--- src/rtl/b16_sram_pkg.sv ---
// Shared types and constants for the async-SRAM responder.
// No logic, no latency; nothing here applies backpressure.
package b16_sram_pkg;

    localparam int ADDR_W_DEF = 15;

    localparam logic [1:0] LANE_HI   = 2'b10;
    localparam logic [1:0] LANE_LO   = 2'b01;
    localparam logic [1:0] LANE_BOTH = 2'b11;

    typedef enum logic [2:0] {
        ST_IDLE    = 3'd0,
        ST_RD_REQ  = 3'd1,
        ST_RD_HOLD = 3'd2,
        ST_WR_WAIT = 3'd3,
        ST_WR_REQ  = 3'd4
    } sram_state_t;

    // Active-low pin lanes to the {upper, lower} byte-write mask.
    function automatic logic [1:0] lanes_of(input logic ub_n, input logic lb_n);
        return {~ub_n, ~lb_n};
    endfunction

endpackage

--- src/rtl/sram_target_if.sv ---
// External async-SRAM pins plus the internal memory request port.
// No logic, no latency; mem_ready is the only backpressure on the request side.
interface sram_target_if #(parameter int ADDR_W = b16_sram_pkg::ADDR_W_DEF);
    logic [ADDR_W-1:0] ext_addr;
    logic [15:0]       ext_dq_i;
    logic [15:0]       ext_dq_o;
    logic              ext_dq_oe;
    logic              ext_ce_n;
    logic              ext_oe_n;
    logic              ext_we_n;
    logic              ext_ub_n;
    logic              ext_lb_n;
    logic [ADDR_W-1:0] mem_addr;
    logic              mem_r;
    logic [1:0]        mem_w;
    logic [15:0]       mem_wdata;
    logic [15:0]       mem_rdata;
    logic              mem_ready;

    modport slave (
        input  ext_addr, ext_dq_i, ext_ce_n, ext_oe_n, ext_we_n, ext_ub_n, ext_lb_n,
        input  mem_rdata, mem_ready,
        output ext_dq_o, ext_dq_oe, mem_addr, mem_r, mem_w, mem_wdata
    );

    modport master (
        output ext_addr, ext_dq_i, ext_ce_n, ext_oe_n, ext_we_n, ext_ub_n, ext_lb_n,
        output mem_rdata, mem_ready,
        input  ext_dq_o, ext_dq_oe, mem_addr, mem_r, mem_w, mem_wdata
    );
endinterface

--- src/rtl/sync_bits.sv ---
// Multi-stage flop synchroniser for a bundle of asynchronous inputs.
// Latency STAGES clk; no backpressure.
module sync_bits #(
    parameter int               WIDTH     = 1,
    parameter int               STAGES    = 2,
    parameter logic [WIDTH-1:0] RESET_VAL = '0
) (
    input  logic             clk,
    input  logic             nreset,
    input  logic [WIDTH-1:0] d,
    output logic [WIDTH-1:0] q
);

    logic [WIDTH-1:0] stage [STAGES];

    always_ff @(posedge clk or negedge nreset) begin
        if (!nreset) begin
            for (int i = 0; i < STAGES; i++) stage[i] <= RESET_VAL;
        end else begin
            stage[0] <= d;
            for (int i = 1; i < STAGES; i++) stage[i] <= stage[i-1];
        end
    end

    assign q = stage[STAGES-1];

endmodule

--- src/rtl/sram_target.sv ---
// Async-SRAM responder: one internal request per external access, strobes synchronised.
// Read: ext_dq_oe SYNC_STAGES+2 clk after CE/OE fall; write: mem_w SYNC_STAGES+1 clk after WE/CE rise; held until mem_ready.
module sram_target
    import b16_sram_pkg::*;
#(
    parameter int ADDR_W      = ADDR_W_DEF,
    parameter int SYNC_STAGES = 2
) (
    input  logic          clk,
    input  logic          nreset,
    sram_target_if.slave  bus,
    output logic          busy,
    output logic          err
);

    localparam int DW = ADDR_W + 16;

    logic [4:0]        strb_s;
    logic [DW-1:0]     ad_s;
    logic              ce_s, oe_s, we_s, ub_s, lb_s;
    logic [ADDR_W-1:0] addr_s;
    logic [15:0]       dq_s;

    // Address/data share the strobe depth so they line up with the strobes.
    sync_bits #(.WIDTH(5), .STAGES(SYNC_STAGES), .RESET_VAL(5'b11111)) u_sync_strb (
        .clk    (clk),
        .nreset (nreset),
        .d      ({bus.ext_ce_n, bus.ext_oe_n, bus.ext_we_n, bus.ext_ub_n, bus.ext_lb_n}),
        .q      (strb_s)
    );

    sync_bits #(.WIDTH(DW), .STAGES(SYNC_STAGES), .RESET_VAL('0)) u_sync_data (
        .clk    (clk),
        .nreset (nreset),
        .d      ({bus.ext_addr, bus.ext_dq_i}),
        .q      (ad_s)
    );

    assign {ce_s, oe_s, we_s, ub_s, lb_s} = strb_s;
    assign {addr_s, dq_s} = ad_s;

    sram_state_t       state_q, state_d;
    logic [ADDR_W-1:0] addr_q, addr_d;
    logic [15:0]       wdata_q, wdata_d;
    logic              mem_r_q, mem_r_d;
    logic [1:0]        mem_w_q, mem_w_d;
    logic [15:0]       dq_o_q, dq_o_d;
    logic              rd_valid_q, rd_valid_d;
    logic              err_q, err_d;
    logic [ADDR_W-1:0] hold_addr_q, hold_addr_d;
    logic [15:0]       hold_data_q, hold_data_d;
    logic [1:0]        hold_lanes_q, hold_lanes_d;
    logic              ce_prev_q, we_prev_q;

    always_ff @(posedge clk or negedge nreset) begin
        if (!nreset) begin
            state_q      <= ST_IDLE;
            addr_q       <= '0;
            wdata_q      <= '0;
            mem_r_q      <= 1'b0;
            mem_w_q      <= 2'b00;
            dq_o_q       <= 16'h0000;
            rd_valid_q   <= 1'b0;
            err_q        <= 1'b0;
            hold_addr_q  <= '0;
            hold_data_q  <= '0;
            hold_lanes_q <= 2'b00;
            ce_prev_q    <= 1'b1;
            we_prev_q    <= 1'b1;
        end else begin
            state_q      <= state_d;
            addr_q       <= addr_d;
            wdata_q      <= wdata_d;
            mem_r_q      <= mem_r_d;
            mem_w_q      <= mem_w_d;
            dq_o_q       <= dq_o_d;
            rd_valid_q   <= rd_valid_d;
            err_q        <= err_d;
            hold_addr_q  <= hold_addr_d;
            hold_data_q  <= hold_data_d;
            hold_lanes_q <= hold_lanes_d;
            ce_prev_q    <= ce_s;
            we_prev_q    <= we_s;
        end
    end

    always_comb begin
        state_d      = state_q;
        addr_d       = addr_q;
        wdata_d      = wdata_q;
        mem_r_d      = mem_r_q;
        mem_w_d      = mem_w_q;
        dq_o_d       = dq_o_q;
        rd_valid_d   = rd_valid_q;
        err_d        = err_q;
        hold_addr_d  = hold_addr_q;
        hold_data_d  = hold_data_q;
        hold_lanes_d = hold_lanes_q;

        // A new access starting under a pending request cannot be served.
        if ((state_q == ST_RD_REQ || state_q == ST_WR_REQ) &&
            ((ce_prev_q && !ce_s) || (we_prev_q && !we_s)))
            err_d = 1'b1;

        case (state_q)
            ST_IDLE: begin
                if (!ce_s && !we_s) begin
                    state_d      = ST_WR_WAIT;
                    hold_addr_d  = addr_s;
                    hold_data_d  = dq_s;
                    hold_lanes_d = lanes_of(ub_s, lb_s);
                end else if (!ce_s && !oe_s) begin
                    state_d = ST_RD_REQ;
                    addr_d  = addr_s;
                    mem_r_d = 1'b1;
                end
            end
            ST_RD_REQ: begin
                if (bus.mem_ready) begin
                    state_d    = ST_RD_HOLD;
                    dq_o_d     = bus.mem_rdata;
                    rd_valid_d = 1'b1;
                    mem_r_d    = 1'b0;
                end
            end
            ST_RD_HOLD: begin
                if (ce_s || oe_s) begin
                    state_d    = ST_IDLE;
                    rd_valid_d = 1'b0;
                end else if (!we_s) begin
                    state_d      = ST_WR_WAIT;
                    rd_valid_d   = 1'b0;
                    hold_addr_d  = addr_s;
                    hold_data_d  = dq_s;
                    hold_lanes_d = lanes_of(ub_s, lb_s);
                end else if (addr_s != addr_q) begin
                    state_d    = ST_RD_REQ;
                    rd_valid_d = 1'b0;
                    addr_d     = addr_s;
                    mem_r_d    = 1'b1;
                end
            end
            ST_WR_WAIT: begin
                if (!ce_s && !we_s) begin
                    hold_addr_d  = addr_s;
                    hold_data_d  = dq_s;
                    hold_lanes_d = lanes_of(ub_s, lb_s);
                end else if (hold_lanes_q == 2'b00) begin
                    state_d = ST_IDLE;
                end else begin
                    state_d = ST_WR_REQ;
                    addr_d  = hold_addr_q;
                    wdata_d = hold_data_q;
                    mem_w_d = hold_lanes_q;
                end
            end
            ST_WR_REQ: begin
                if (bus.mem_ready) begin
                    state_d = ST_IDLE;
                    mem_w_d = 2'b00;
                end
            end
            default: state_d = ST_IDLE;
        endcase
    end

    assign bus.mem_addr  = addr_q;
    assign bus.mem_r     = mem_r_q;
    assign bus.mem_w     = mem_w_q;
    assign bus.mem_wdata = wdata_q;
    assign bus.ext_dq_o  = dq_o_q;
    // Raw pins so the pad releases the instant the master lets go.
    assign bus.ext_dq_oe = rd_valid_q & ~bus.ext_ce_n & ~bus.ext_oe_n & bus.ext_we_n;
    assign busy          = (state_q != ST_IDLE);
    assign err           = err_q;

endmodule

--- src/flat_wrapper.sv ---
// flat-port wrapper written by rule: the top's interface ports become plain ports
module sram_target_flat import b16_sram_pkg::*;
#(
    parameter int ADDR_W      = ADDR_W_DEF,
    parameter int SYNC_STAGES = 2
)
  (clk, nreset, busy, err, bus_ext_addr, bus_ext_dq_i, bus_ext_ce_n, bus_ext_oe_n, bus_ext_we_n, bus_ext_ub_n, bus_ext_lb_n, bus_mem_rdata, bus_mem_ready, bus_ext_dq_o, bus_ext_dq_oe, bus_mem_addr, bus_mem_r, bus_mem_w, bus_mem_wdata);
  sram_target_if #(.ADDR_W(ADDR_W)) bus_i ();
  input  logic clk;
  input  logic nreset;
  output logic busy;
  output logic err;
  input wire logic [$bits(bus_i.ext_addr)-1:0] bus_ext_addr;
  input wire logic [$bits(bus_i.ext_dq_i)-1:0] bus_ext_dq_i;
  input wire logic [$bits(bus_i.ext_ce_n)-1:0] bus_ext_ce_n;
  input wire logic [$bits(bus_i.ext_oe_n)-1:0] bus_ext_oe_n;
  input wire logic [$bits(bus_i.ext_we_n)-1:0] bus_ext_we_n;
  input wire logic [$bits(bus_i.ext_ub_n)-1:0] bus_ext_ub_n;
  input wire logic [$bits(bus_i.ext_lb_n)-1:0] bus_ext_lb_n;
  input wire logic [$bits(bus_i.mem_rdata)-1:0] bus_mem_rdata;
  input wire logic [$bits(bus_i.mem_ready)-1:0] bus_mem_ready;
  output wire logic [$bits(bus_i.ext_dq_o)-1:0] bus_ext_dq_o;
  output wire logic [$bits(bus_i.ext_dq_oe)-1:0] bus_ext_dq_oe;
  output wire logic [$bits(bus_i.mem_addr)-1:0] bus_mem_addr;
  output wire logic [$bits(bus_i.mem_r)-1:0] bus_mem_r;
  output wire logic [$bits(bus_i.mem_w)-1:0] bus_mem_w;
  output wire logic [$bits(bus_i.mem_wdata)-1:0] bus_mem_wdata;
  assign bus_i.ext_addr = bus_ext_addr;
  assign bus_i.ext_dq_i = bus_ext_dq_i;
  assign bus_i.ext_ce_n = bus_ext_ce_n;
  assign bus_i.ext_oe_n = bus_ext_oe_n;
  assign bus_i.ext_we_n = bus_ext_we_n;
  assign bus_i.ext_ub_n = bus_ext_ub_n;
  assign bus_i.ext_lb_n = bus_ext_lb_n;
  assign bus_i.mem_rdata = bus_mem_rdata;
  assign bus_i.mem_ready = bus_mem_ready;
  assign bus_ext_dq_o = bus_i.ext_dq_o;
  assign bus_ext_dq_oe = bus_i.ext_dq_oe;
  assign bus_mem_addr = bus_i.mem_addr;
  assign bus_mem_r = bus_i.mem_r;
  assign bus_mem_w = bus_i.mem_w;
  assign bus_mem_wdata = bus_i.mem_wdata;
  sram_target #(.ADDR_W(ADDR_W), .SYNC_STAGES(SYNC_STAGES)) u_core (.clk(clk), .nreset(nreset), .bus(bus_i), .busy(busy), .err(err));
endmodule
--- config.mk ---
export PLATFORM = sky130hd
export DESIGN_NAME = sram_target_flat
export DESIGN_NICKNAME = d
export VERILOG_FILES = /design/src/rtl/b16_sram_pkg.sv /design/src/rtl/sram_target_if.sv /design/src/rtl/sync_bits.sv /design/src/rtl/sram_target.sv /design/src/flat_wrapper.sv
export SDC_FILE = /design/constraint.sdc
export NUM_CORES = 1
export LEC_CHECK = 0
export CAP_MARGIN = 20
export CORE_MARGIN = 4
export CORE_UTILIZATION = 40
export CTS_CLUSTER_DIAMETER = 100
export DETAILED_ROUTE_END_ITERATION = 16
export GPL_ROUTABILITY_DRIVEN = 0
export HOLD_SLACK_MARGIN = 0.12
export PLACE_DENSITY_LB_ADDON = 0.15
export SETUP_SLACK_MARGIN = 0.4
export SYNTH_ARGS = -nofsm -noshare
export SYNTH_HDL_FRONTEND = slang
export SYNTH_HIERARCHICAL = 1
export SYNTH_SLANG_ARGS = --single-unit
export TNS_END_PERCENT = 30
--- constraint.sdc ---
create_clock -name clk -period 1.8 [get_ports clk]
set_input_delay 0.45 -clock clk [delete_from_list [all_inputs] [get_ports clk]]
set_output_delay 0.45 -clock clk [all_outputs]
set_load 0.01 [all_outputs]
==> results.ini, run 1 <==
[run_status]
outcome=finished, violations left
violations=negative setup slack

[worst_hold_path]
min_to=u_core/u_sync_strb/stage[7]
min_path_cells=1
hold_class=input pin to register
min_from=bus_ext_we_n

[global_routing]
grt_pass1_vias=3734
grt-ovfl-total=0
grt_pass1_wl_mm=18.82
antenna_found_initial=0
grt_usage_pct=14.58
grt_max_degree=55

[floorplan]
die-area_sq_um=16990
chipWidth_microns=130.3
die_y_microns=130.3
start_util_pct=41.03
pin_count=108
core-area_sq_um=14590
rows=44

[detailed_routing]
finalWirelength_mm=11.71
num_vias=3379
final_antenna_net_count=0
drt_iter0_markers=132
drc=0
first_pass_iters=4
wl_per_cell_microns=16.33
viasPerCell=4.713

[logic_synthesis]
seq_area_frac_synth_pct=67.98
avgSynthCellArea_sq_um=15.92
yosys_warnings=6
synth_xor_area_share_pct=2.341
postSynthNetCount=431
synthMuxAreaShare_pct=18.04
syn_area_sq_um=5986
yosys.area_share.simple_pct=3.637
synthesis.instances=376
synth_compound_area_share_pct=2.048
synth_top_family_by_area=multiplexers
ys_ff_latch=162
synthAdderAreaFrac_pct=0
synth_cell_type_count=37

[cells_and_area]
fillCellCount=1162
final_nets=575
final_cells=717
drive_above_1_share_pct=51.78
fin_area_sq_um=8354
area_growth_pct=39.57
seqCellArea_sq_um=4069
n_antenna_cell=0
multi_input_area_sq_um=1813

[place]
place_area_sq_um=7460
dpl.hpwl_mm=7.518
place.port_buffers=107
dp.cells=669

[worst_setup_path]
rr_endpoint=u_core/bus.mem_addr[1]
r2r_cells=7
crit_required_ns=2.10
cp_max_fo=8
reg2reg_slack_ns=-0.11
crit_path_end_kind=register
critical_path_class=register to register
worstPathArrival_ns=2.21
rr_startpoint=u_core/u_sync_data/q[23]
setup.worst_path.start_class=register

[sta]
rsz0062_at_grt=true
hold_viol=0
tightest_slew_ns=0.3800
finalMaxSlewViolations=0
skew_ns=0.01104
setup_tns_ns=-1.740
setup_viol=19
max-slew-margin-rel_pct=74.57
min_period_over_period_pct=106.3
min_period_ns=1.914
fin_ws_ns=-0.1136
timing.hold.ws_ns=0.2984
fmax_mhz=522.6

[clock_network]
clk_latency_ns=0.42
cts_buffers=17
htreeDepth=4
tritoncts=done
clk_path_buf_depth=2
clkSlewWorstSetupHoldPaths_ns=0.06
cts.sinks=162
root_buffer=clkbuf_16

[flow_run]
cap_violations=0

[power]
p_per_area_nw_per_um2=1685
peakVddDrop_mv=0.7744
power.leakage_uw=0.003809

[cell usage after synthesis, drive strengths merged]
master / n / share of area (%)
o22ai: 4 / 0.42
xnor2: 1 / 0.15
dfstp: 12 / 5.3
xor2: 15 / 2.2
nand3b: 1 / 0.33
buf: 48 / 5.8
nor4bb: 1 / 0.17
a22o: 2 / 0.29
or3: 1 / 0.10
or3b: 1 / 0.15
a21oi: 2 / 0.17
a21o: 1 / 0.13
dfrtp: 150 / 63
nand2: 6 / 0.38
nand4: 2 / 0.31
nor2: 8 / 0.63
inv: 2 / 0.13
mux2i: 1 / 0.17
o32a: 2 / 0.33
o22a: 1 / 0.15
mux2: 95 / 18
o21ai: 6 / 0.56
and3b: 1 / 0.15
nor3: 2 / 0.17
or2: 2 / 0.21
nor4: 7 / 0.84
nor2b: 2 / 0.21
[power breakdown]
part           total (uW)  switching, uW  leakage, uW  internal [uW]
Combinational        5380           1990      0.00165           3390
Clock                3310           1490     0.000258           1820
Sequential           5380            642      0.00190           4740
Total               14100           4120      0.00381           9950
[what timing repair did]
item | in CTS | in global routing
hold endpoints to repair | 29 | 0
buffers inserted | 8 | 6
hold buffers | 1 | 0
gates resized for setup | 269 | 46
endpoints found under the setup margin | 139 | 139
pin swaps | 9 | 11
cloned | 1 | 0
[registers in the layout, indices dropped and copies added (netlist names)]
register and cells:
u_core/bus.mem_r 1, u_core/hold_data_q 16, u_core/u_sync_strb/q 5, u_core/state_q 3, u_core/rd_valid_q 1, u_core/bus.ext_dq_o 16, u_core/we_prev_q 1, u_core/bus.mem_addr 15
u_core/bus.mem_w 2, u_core/u_sync_data/stage 31, u_core/hold_addr_q 15, u_core/ce_prev_q 1, u_core/bus.mem_wdata 16, u_core/u_sync_strb/stage 5, u_core/hold_lanes_q 2, u_core/err 1
u_core/u_sync_data/q 31
[critical path: stages, from the launching register on]
cell and delay, ns:
dfrtp_1 0.40, xor2_1 0.17, nor4_2 0.33, buf_4 0.18, nand4_2 0.13, nand3b_4 0.14, buf_12 0.15, mux2_4 0.30
[per-layer routing]
metal,routed length [microns],vias to the layer above,track usage (%)
met3,613,15,5.199
met1,5081,1720,18.92
li1,-,1559,-
met5,0,-,0
met2,5829,85,22.51
met4,182,0,5.747
[layout make-up]
type | count | share of cell area, %
repair buffers | 173 | 20.25
flip-flops and latches | 162 | 48.70
clock inverters | 13 | 1.198
multi-input cells | 164 | 21.70
clock buffers | 19 | 5.302
inverters | 2 | 0.08986
well taps | 184 | 2.756
[through the flow]
| step | setup slack, ns | util (%) | power (uW) |
|---|---|---|---|
| after floorplan | -0.05381 | - | 7702 |
| after global placement | -0.4350 | 51.13 | 9922 |
| after detailed placement | -0.4922 | 51.13 | 10050 |
| after CTS | -0.1414 | 55.66 | 13670 |
| after global routing | -0.2005 | 57.26 | 14870 |
| final | -0.1136 | 57.26 | 14080 |
[worst max-delay path by stage]
stage,startpoint,endpoint,slack [ns]
final,u_core/u_sync_data/q[23],u_core/bus.mem_addr[1],-0.11
after detailed placement,bus_ext_we_n,bus_ext_dq_oe,-0.49
after global routing,u_core/state_q[0],u_core/bus.mem_addr[1],-0.20
after global placement,bus_ext_we_n,bus_ext_dq_oe,-0.43
after floorplan,u_core/u_sync_data/q[25],u_core/bus.mem_addr[11],-0.05
after CTS,u_core/state_q[0],busy,-0.14
[cells in the final DEF (no fill, tap or decap), types with 7 or more instances in the layout]
cell,n
buf_12,9
buf_2,26
buf_4,31
buf_6,51
clkbuf_16,18
clkdlybuf4s50_1,50
dfrtp_1,150
dfstp_2,12
mux2_2,56
mux2_4,39
nor2_1,7
xor2_1,15
[kinds of logic (layout without fill, tap and decap cells)]
| kind of cell | count (synthesis) | in the layout |
|---|---|---|
| simple gates | 34 | 34 |
| xor+xnor | 16 | 16 |
| mux | 96 | 96 |
| compound gates | 18 | 18 |
| flops | 162 | 162 |
| buf+inv | 50 | 207 |
(Power assumes the default switching activity.)
==> run 2, diff against run 1 <==
--- a/config.mk
+++ b/config.mk
@@ -5,12 +5,13 @@
 export SDC_FILE = /design/constraint.sdc
 export NUM_CORES = 1
 export LEC_CHECK = 0
-export CAP_MARGIN = 20
+export CAP_MARGIN = 15
 export CORE_MARGIN = 4
 export CORE_UTILIZATION = 40
 export CTS_CLUSTER_DIAMETER = 100
 export DETAILED_ROUTE_END_ITERATION = 16
 export GPL_ROUTABILITY_DRIVEN = 0
+export GPL_TIMING_DRIVEN = 0
 export HOLD_SLACK_MARGIN = 0.12
 export PLACE_DENSITY_LB_ADDON = 0.15
 export SETUP_SLACK_MARGIN = 0.4
==> run 2 against run 1 <==
  * The flow still finishes with violations (negative setup slack)
  * Combinational power shrank 7.6%
  * Non-clock buffer count is 16 higher
  * Flip-flop and latch count did not move
  * Fmax decreased by 1.6%
  * Total power shrank 2.1%
  * Via count grew 0.50%
  * Sequential power rose by 0.9%
  * Critical endpoint is now busy
==> results.ini, run 2 (synthesis gave the netlist of run 1 again) <==
[run_status]
outcome=finished, violations left  ; unchanged
violations=negative setup slack  ; unchanged

[sta]
setup_viol=28  ; was 19
setup_tns_ns=-2.410  ; was -1.740 ns
tightest_slew_ns=0.6871  ; was 0.3800 ns
rsz0062_at_grt=true  ; unchanged
fmax_mhz=514.3  ; was 522.6 MHz
skew_ns=0.008319  ; was 0.01104 ns
fin_ws_ns=-0.1445  ; was -0.1136 ns
finalMaxSlewViolations=0  ; unchanged
min_period_over_period_pct=108.0  ; was 106.3%
hold_viol=0  ; unchanged
max-slew-margin-rel_pct=54.19  ; was 74.57%
min_period_ns=1.945  ; was 1.914 ns

[clock_network]
cts.sinks=162  ; unchanged
clkSlewWorstSetupHoldPaths_ns=0.06  ; about the same
cts_buffers=17  ; unchanged
htreeDepth=4  ; unchanged
tritoncts=done  ; unchanged
clk_path_buf_depth=2  ; unchanged
clk_latency_ns=0.43  ; was 0.42 ns
root_buffer=clkbuf_16  ; unchanged

[floorplan]
rows=44  ; unchanged
pin_count=108  ; unchanged
core-area_sq_um=14590  ; unchanged
start_util_pct=41.03  ; unchanged
chipWidth_microns=130.3  ; unchanged
die-area_sq_um=16990  ; unchanged
die_y_microns=130.3  ; unchanged

[place]
place.port_buffers=107  ; unchanged
dpl.hpwl_mm=7.436  ; was 7.518 mm
dp.cells=668  ; was 669

[worst_hold_path]
hold_class=input pin to asynchronous set/reset pin  ; was input pin to register

[detailed_routing]
final_antenna_net_count=0  ; unchanged
drc=0  ; unchanged
first_pass_iters=4  ; unchanged
num_vias=3396  ; was 3379
finalWirelength_mm=11.96  ; was 11.71 mm
viasPerCell=4.639  ; was 4.713
wl_per_cell_microns=16.34  ; was 16.33 microns
drt_iter0_markers=96  ; was 132

[cells_and_area]
final_cell_mix=150 x dfrtp_1, 56 x mux2_4, 50 x clkdlybuf4s50_1  ; was 150 x dfrtp_1, 56 x mux2_2, 51 x buf_6
final_cells=732  ; was 717
final_util_pct=58.50  ; was 57.26%
seqCellArea_sq_um=4069  ; unchanged
drive_above_1_share_pct=52.37  ; was 51.78%
multi_input_area_sq_um=1936  ; was 1813 sq um
fillCellCount=1138  ; was 1162
n_antenna_cell=0  ; unchanged
area_growth_pct=42.58  ; was 39.57%
final_common_cell=dfrtp_1  ; unchanged
final_nets=591  ; was 575

[worst_setup_path]
crit_path_end_kind=output port  ; was register
critical_path_class=register to output port  ; was register to register
worstPathArrival_ns=1.49  ; was 2.21 ns
setup.worst_path.start_class=register  ; unchanged
crit_required_ns=1.35  ; was 2.10 ns
cp_max_fo=4  ; was 8

[flow_run]
cap_violations=0  ; unchanged

[power]
p_per_area_nw_per_um2=1615  ; was 1685 nW/um^2
power.leakage_uw=0.003962  ; was 0.003809 uW
peakVddDrop_mv=0.7934  ; was 0.7744 mV

[global_routing]
grt_usage_pct=15.07  ; was 14.58%
antenna_found_initial=0  ; unchanged
grt-ovfl-total=0  ; unchanged
grt_max_degree=85  ; was 55
grt_pass1_wl_mm=19.34  ; was 18.82 mm
grt_pass1_vias=3769  ; was 3734

-- run 2: per-stage QoR --
stage / total power, uW / area, sq um / setup WS [ns] / hold slack, ns
after detailed placement: 9677 / 7396 / -0.4711 / 0.3347
after global placement: 9534 / 7367 / -6.034 / 0.3317
after CTS: 13630 / 8353 / -0.1703 / 0.09291
final: 13780 / 8534 / -0.1445 / 0.05223
after floorplan: 7702 / 6066 / -0.05381 / 0.1544
after global routing: 14550 / 8534 / -0.2212 / 0.1057
-- run 2: final timing paths --
check                                                   from                            to  depth (start not counted)  slack (ns)
worst max-delay path                       u_core/state_q[0]                          busy                          3       -0.14
max in group asynchronous                             nreset  u_core/u_sync_data/stage[51]                          2        0.62
worst min register to register  u_core/u_sync_data/stage[51]      u_core/u_sync_data/q[20]                          0        0.34
min in group clk                                bus_ext_we_n   u_core/u_sync_strb/stage[7]                          1        0.29
worst max register to register      u_core/u_sync_data/q[16]        u_core/bus.mem_addr[9]                          8       -0.14
worst min-delay path                                  nreset  u_core/u_sync_data/stage[49]                          1        0.05
-- run 2: cell type report --
cell class | instances | area share (%)
Sequential cell | 162 | 47.68
Multi-Input combinational cell | 164 | 22.68
Timing Repair Buffer | 141 | 14.92
Buffer | 48 | 5.439
Clock buffer | 21 | 5.278
Tap cell | 184 | 2.698
Clock inverter | 10 | 1.217
Inverter | 2 | 0.08796
-- run 2: repair_timing --
action                                  CTS  global route
cloned                                    3             0
pin swaps                                13             4
gates resized for setup                 291            43
endpoints found under the setup margin  139           139
endpoints found under the hold margin    72             6
setup buffers                            20             9
-- run 2: worst max-delay path: stages, from the launching register on --
cell and delay, ns:
dfrtp_1 0.43, buf_6 0.15, or3_1 0.34, buf_2 0.15
-- run 2: metal layers --
metal  share of wire [%]  track usage (%)
met4                 1.4            6.110
met1                  44            19.39
met5                   0                0
met3                 5.8            5.280
met2                  49            23.48
-- run 2: where the power goes --
| part | switching [uW] | total [uW] | internal (uW) |
|---|---|---|---|
| logic | 1950 | 4970 | 3020 |
| registers | 691 | 5430 | 4740 |
| clock network | 1430 | 3380 | 1950 |
